==> config.mk <==
export PLATFORM = sky130hd
export DESIGN_NAME = count_seq_ctrl
export DESIGN_NICKNAME = d
export VERILOG_FILES = /design/src/rtl/count_seq_ctrl.sv
export SDC_FILE = /design/constraint.sdc
export NUM_CORES = 1
export LEC_CHECK = 0
export ABC_CLOCK_PERIOD_IN_PS = 4300
export CAP_MARGIN = 20
export CORE_MARGIN = 5
export CORE_UTILIZATION = 32
export CTS_BUF_LIST = sky130_fd_sc_hd__clkbuf_4 sky130_fd_sc_hd__clkbuf_8 sky130_fd_sc_hd__clkbuf_16
export DETAILED_ROUTE_END_ITERATION = 7
export REMOVE_ABC_BUFFERS = 1
export SLEW_MARGIN = 20
export SYNTH_ARGS = -nofsm -noshare
export SYNTH_HDL_FRONTEND = slang
export SYNTH_SLANG_ARGS = --single-unit
==> constraint.sdc <==
create_clock -name clk -period 4.3 [get_ports clk]
set_input_delay 0.86 -clock clk [delete_from_list [all_inputs] [get_ports clk]]
set_output_delay 0.86 -clock clk [all_outputs]
set_load 0.02 [all_outputs]
==> src/rtl/count_seq_ctrl.sv <==
// count_seq_ctrl
// ----------------------------------------------------------------------------
// Sequencer for a loadable up counter. On an accepted start it captures the
// start value, terminal value and run count. Each run loads the counter and
// then enables counting until the counter output equals the terminal value.
// This repeats for the programmed number of runs.
//
// Ports
//   clk        system clock, rising edge
//   rst        asynchronous, active-high reset
//   start      sequence request, sampled only while idle
//   abort      cancels the active sequence (ignored while idle)
//   hold       pauses counting while high
//   start_val  value loaded at the start of every run
//   end_val    terminal count value
//   reps       number of runs (0 is rejected with an err pulse)
//   cnt_value  count output of the controlled counter
//   cnt_load   counter load strobe
//   cnt_data   counter load data
//   cnt_en     counter count enable
//   busy       high while a sequence is active
//   run_idx    runs completed in the current or last sequence
//   run_done   one-cycle pulse per completed run
//   done       one-cycle pulse when all runs are complete
//   aborted    one-cycle pulse after an abort
//   err        one-cycle pulse after a start with reps == 0
// ----------------------------------------------------------------------------
module count_seq_ctrl #(
    parameter int WIDTH = 4,
    parameter int REP_W = 4
) (
    input  logic             clk,
    input  logic             rst,
    input  logic             start,
    input  logic             abort,
    input  logic             hold,
    input  logic [WIDTH-1:0] start_val,
    input  logic [WIDTH-1:0] end_val,
    input  logic [REP_W-1:0] reps,
    input  logic [WIDTH-1:0] cnt_value,
    output logic             cnt_load,
    output logic [WIDTH-1:0] cnt_data,
    output logic             cnt_en,
    output logic             busy,
    output logic [REP_W-1:0] run_idx,
    output logic             run_done,
    output logic             done,
    output logic             aborted,
    output logic             err
);

    localparam logic [1:0] IDLE = 2'd0;
    localparam logic [1:0] LOAD = 2'd1;
    localparam logic [1:0] RUN  = 2'd2;

    logic [1:0]       state_q, state_d;
    logic [WIDTH-1:0] sv_q, sv_d;
    logic [WIDTH-1:0] ev_q, ev_d;
    logic [REP_W-1:0] reps_q, reps_d;
    logic [REP_W-1:0] run_idx_q, run_idx_d;
    logic             run_done_q, run_done_d;
    logic             done_q, done_d;
    logic             aborted_q, aborted_d;
    logic             err_q, err_d;

    logic             terminal;
    logic [REP_W-1:0] run_idx_inc;

    // Terminal detection looks only at the counter output, so a held
    // counter that already sits on the end value still completes its run.
    assign terminal    = (state_q == RUN) && (cnt_value == ev_q);
    assign run_idx_inc = run_idx_q + REP_W'(1);

    // Counter-facing controls decode straight from the state so the counter
    // sees them in the same cycle. Abort suppresses both strobes immediately.
    always_comb begin
        cnt_data = sv_q;
        cnt_load = (state_q == LOAD) && !abort;
        cnt_en   = (state_q == RUN) && !abort && !terminal && !hold;
        busy     = (state_q != IDLE);
    end

    assign run_idx  = run_idx_q;
    assign run_done = run_done_q;
    assign done     = done_q;
    assign aborted  = aborted_q;
    assign err      = err_q;

    // Next-state logic. Status pulses default low and are raised only on
    // the cycle whose edge completes the triggering event.
    always_comb begin
        state_d    = state_q;
        sv_d       = sv_q;
        ev_d       = ev_q;
        reps_d     = reps_q;
        run_idx_d  = run_idx_q;
        run_done_d = 1'b0;
        done_d     = 1'b0;
        aborted_d  = 1'b0;
        err_d      = 1'b0;

        case (state_q)
            IDLE: begin
                if (start) begin
                    if (reps != '0) begin
                        sv_d      = start_val;
                        ev_d      = end_val;
                        reps_d    = reps;
                        run_idx_d = '0;
                        state_d   = LOAD;
                    end else begin
                        err_d = 1'b1;
                    end
                end
            end
            LOAD: begin
                if (abort) begin
                    state_d   = IDLE;
                    aborted_d = 1'b1;
                end else begin
                    state_d = RUN;
                end
            end
            RUN: begin
                // Abort wins over a simultaneous terminal: the run is not
                // counted as completed.
                if (abort) begin
                    state_d   = IDLE;
                    aborted_d = 1'b1;
                end else if (terminal) begin
                    run_idx_d  = run_idx_inc;
                    run_done_d = 1'b1;
                    if (run_idx_inc == reps_q) begin
                        done_d  = 1'b1;
                        state_d = IDLE;
                    end else begin
                        state_d = LOAD;
                    end
                end
            end
            default: begin
                state_d = IDLE;
            end
        endcase
    end

    // State and shadow registers, all cleared by the asynchronous reset.
    always_ff @(posedge clk or posedge rst) begin
        if (rst) begin
            state_q    <= IDLE;
            sv_q       <= '0;
            ev_q       <= '0;
            reps_q     <= '0;
            run_idx_q  <= '0;
            run_done_q <= 1'b0;
            done_q     <= 1'b0;
            aborted_q  <= 1'b0;
            err_q      <= 1'b0;
        end else begin
            state_q    <= state_d;
            sv_q       <= sv_d;
            ev_q       <= ev_d;
            reps_q     <= reps_d;
            run_idx_q  <= run_idx_d;
            run_done_q <= run_done_d;
            done_q     <= done_d;
            aborted_q  <= aborted_d;
            err_q      <= err_d;
        end
    end

endmodule

; After elaboration in Yosys (flattened, before gate mapping)
; Cells that the tools add are included.
[classes]
add_sub_neg = 1
eq_ne = 9
n_mux = 24
reduce_logical = 16
[op_table]
columns = cell, count
row1 = $mux 4, 4
row2 = $mux 1, 13
row3 = $mux 2, 5
row4 = $eq 4x4->1, 2
row5 = $ne 2x2->1 const B, 4
row6 = $pmux 4 s2, 1
row7 = $pmux 2 s3, 1
row8 = $reduce_and 3->1, 2
row9 = $logic_and 1x1->1, 5
row10 = $reduce_and 5->1, 1
row11 = $add 4x1->4 const B, 1
row12 = $reduce_bool 2->1, 2
row13 = $reduce_bool 4->1, 1
row14 = $logic_not 1->1, 3
row15 = $ne 3x3->1 const B, 1
row16 = $eq 2x1->1 const B, 1
row17 = $eq 2x2->1 const B, 1
row18 = $logic_not 2->1, 1
row19 = $reduce_or 2->1, 1
[totals]
ff_bits = 22
out_inout_bits = 15
word_cells = 59

; Logic depth before layout (Yosys ltp)
[depth]
depth_word = 6
depth_mapped = 7
ltp_nobuf = 7

; Least setup slack after synthesis
; Ideal clock, no wire load.
[synth_path]
kind = input to output
start = input port cnt_value[0]
end = output port cnt_en
arrival_ps = 1626
path_slack_ps = 1814
path_stages = 3
n_path_buf = 0
path_cell_list = xor2_1 -> nor4_4 -> nor3_1
[synth_between]
elab_chain_len = 5
[synth_rtl]
columns = item, line_no
row1 = "start, declared", 40  ; input logic [WIDTH-1:0] cnt_value,
row2 = $eq 4x4->1, 71  ; assign terminal = (state_q == RUN) && (cnt_value == ev_q);
row3 = $logic_and 1x1->1, 71
row4 = $logic_not 1->1, 79  ; cnt_en = (state_q == RUN) && !abort && !terminal && !hold;
row5 = $logic_and 1x1->1 (2 in a row), 79
row6 = "end, declared", 43  ; output logic cnt_en,
; Every way passes these cells.

; Final worst setup path
[layout_path]
start = input port abort
end = output port cnt_en
[layout_between]
elab_chain_len = 4
[layout_rtl]
columns = item, line_no
row1 = "start, declared", 35  ; input logic abort,
row2 = $logic_not 1->1, 79
row3 = $logic_and 1x1->1 (3 in a row), 79
; Every way passes these cells.

==> impl_metrics.toml <==
[routing]
via_per_inst = 4.53
drt-total-wl_um = 2220
post_drt_wl_per_cell_um = 12.5
postRouteAntennaNets = 0
vias = 802
drc = 0
drt_iter0_markers = 26
drtPass1Iterations = 4

[yosys]
post-synth-top-area-cell = "dfrtp_1"
synth_warnings = 0
synth.cell_area_mm2 = 0.00113
synth.ff_latch_count = 22
avgSynthCellArea_um2 = 12.1
netlist_instances = 93
yosys-top-cells-area = "dfrtp_1 (49%), mux2_2 (11%), ha_1 (5.6%)"
yosys.cell_types.count = 32
seq_area_frac_synth_pct = 48.9
yosys.area.top_type_share_pct = 48.9

[timing]
worst_pin_slew_ns = 0.835
skew_ns = 0.0107
fmax_mhz = 303
fin_crit_ns = 3.31
fin_tns_setup_ns = 0
worst_slack_ns = 0.995
period_share_pct = 76.9
finalMaxSlewViolations = 0
finalHoldViolCount = 0
setup_viol = 0
relSlewSlack_pct = 44.3
rsz0062_at_grt = "false"

[global_route]
grt_pass1_vias = 919
grt_pass1_wl_um = 4000
antenna_found_initial = 0
grt_util_met2_pct = 17.3
grt_busiest_layer = "met2"
grt_max_degree = 23
grt_use_met3_pct = 4.93
met1_usage_pct = 10.5
grt_usage_pct = 10.1
grt_remaining_overflow = 0

[final_layout]
syn_to_final_growth_pct = 39.9
drive_gt1_share_pct = 15.3
final_common_cell = "clkdlybuf4s50_1"
final_cells = 177
n_antenna_cell = 0
nets = 158
final_cell_mix = "clkdlybuf4s50_1 (35), dfrtp_1 (22), mux2_2 (11)"

[worst_hold_path]
hold_path_class = "reg -> reg"

[clock_network]
clock_latency_ns = 0.31
postCtsHoldBufs = 0
htreeDepth = 1
clock_path_buffers = 2
post_cts_buffers = 0
ctsResizeCount = 0
tritoncts = "done"
numCtsBuffers = 3
clk_pin_slew_worst_paths_ns = 0.13
cts_sinks = 22
cts_root_buf = "clkbuf_4"

[power]
irDropWorstVdd_v = 0.000241
p_leak_nw = 0.681
power.density_mw_per_mm2 = 546

[setup_path]
path_common_cell = "clkdlybuf4s50_1"
criticalPathCategory = "in -> out"
rrSetupSlack_ns = 1.99
end_kind = "output pin"
worstPathArrival_ns = 2.45
crit_path_cell_trace = "clkdlybuf4s50_1 -> nor2b_1 -> inv_1 -> nor3_1 -> clkdlybuf4s50_1"
cp_top_family = "buffers and inverters"
required_ns = 3.44
crit_buf_inv = 3
cpPeakStageDelay_ns = 0.63
startpoint_type = "primary input"
crit_path_max_fanout = 4
slowest_stage = "clkdlybuf4s50_1"

[job]
cap_viol_max_count = 0

[floorplanning]
pin_count = 36
die-area_mm2 = 0.00481
initial_core_util_pct = 33.5
die_x_um = 69.3
fp.dieH_um = 69.3
num_rows = 21
design.core.area_mm2 = 0.00336

[place]
gp_congestion = 0.718
place_hpwl_um = 1830
portBuffers = 35
dp_slack_ns = 0.982
placed_cells = 173

[outcome]
status = "complete, no violations"
kinds of logic after synthesis:
| family | synth area share [%] |
|---|---|
| buf+inv | 4.00 |
| compound gates | 9.34 |
| fa+ha+maj | 5.56 |
| simple gates | 11.6 |
| mux | 12.9 |
| xor+xnor | 7.78 |
| flops | 48.9 |
cell usage after synthesis:
library cell / instances
mux2_2: 11
o21ai_0: 1
and2_1: 2
nor3b_1: 1
xor2_1: 6
a21o_1: 1
buf_6: 1
nor3_1: 3
o21ai_4: 1
nor4_4: 1
mux2i_1: 1
mux2_1: 1
and3_1: 1
a211o_1: 2
nor4_2: 1
o41ai_1: 1
nand4_1: 1
buf_4: 1
dfrtp_1: 22
nor2_1: 1
o31ai_1: 1
o22ai_1: 1
nand3_1: 2
xnor2_1: 4
a21oi_1: 2
nand2_1: 6
o21ai_2: 1
ha_1: 5
inv_1: 7
a41oi_1: 1
a22o_1: 1
nor2b_1: 2
worst reg2reg max path, delay by kind of cell, from the launching register on:
| kind | cells | cell delay [ns] |
|---|---|---|
| buffers and inverters | 3 | 0.49 |
| and+or+nand+nor | 1 | 0.66 |
| adders and majority gates | 1 | 0.29 |
| DFF | 1 | 0.44 |
| muxes | 1 | 0.34 |
final timing paths:
path	start	to	cells after the start
setup reg to reg	state_q[0]	cnt_data[2]	6
hold reg to reg	cnt_data[0]	cnt_data[0]	1
setup / recovery	abort	cnt_en	5
min in group asynchronous	rst	reps_q[2]	2
hold / removal	cnt_data[0]	cnt_data[0]	1
max in group asynchronous	rst	aborted	2
area by class of cell:
class | count | area (µm²)
Inverter | 7 | 26.3
Clock buffer | 3 | 22.5
Timing Repair Buffer | 36 | 358
Sequential cell | 22 | 551
Clock inverter | 1 | 30.0
Multi-Input combinational cell | 62 | 531
Fill cell | 345 | 1790
Tap cell | 46 | 57.6
power breakdown:
part | switching, mW | internal [mW]
registers | 0.0464 | 0.278
logic | 0.179 | 0.197
clock network | 0.0651 | 0.0942
state kept, by name, indices dropped and copies added (netlist names):
name,cells
cnt_data,4
state_q,2
run_done,1
ev_q,4
reps_q,4
err,1
run_idx,4
aborted,1
done,1
per-layer routing:
layer / vias to the layer above / share of wire, %
met5: - / 0
met4: 0 / 1.4
met3: 4 / 9.7
met2: 26 / 49
met1: 371 / 40
li1: 401 / -
per-stage QoR:
step                utilization (%)  instance area (µm²)  power [mW]  hold slack (ns)
floorplan                         -                 1110       0.575            0.495
global placement               45.3                 1520       0.704            0.468
detailed placement             45.3                 1520       0.714            0.502
CTS                            46.8                 1580       0.876            0.534
global route                   46.8                 1580       0.919            0.555
finish                         46.8                 1580       0.861            0.531
No activity file was read; power rests on OpenSTA's default activity.
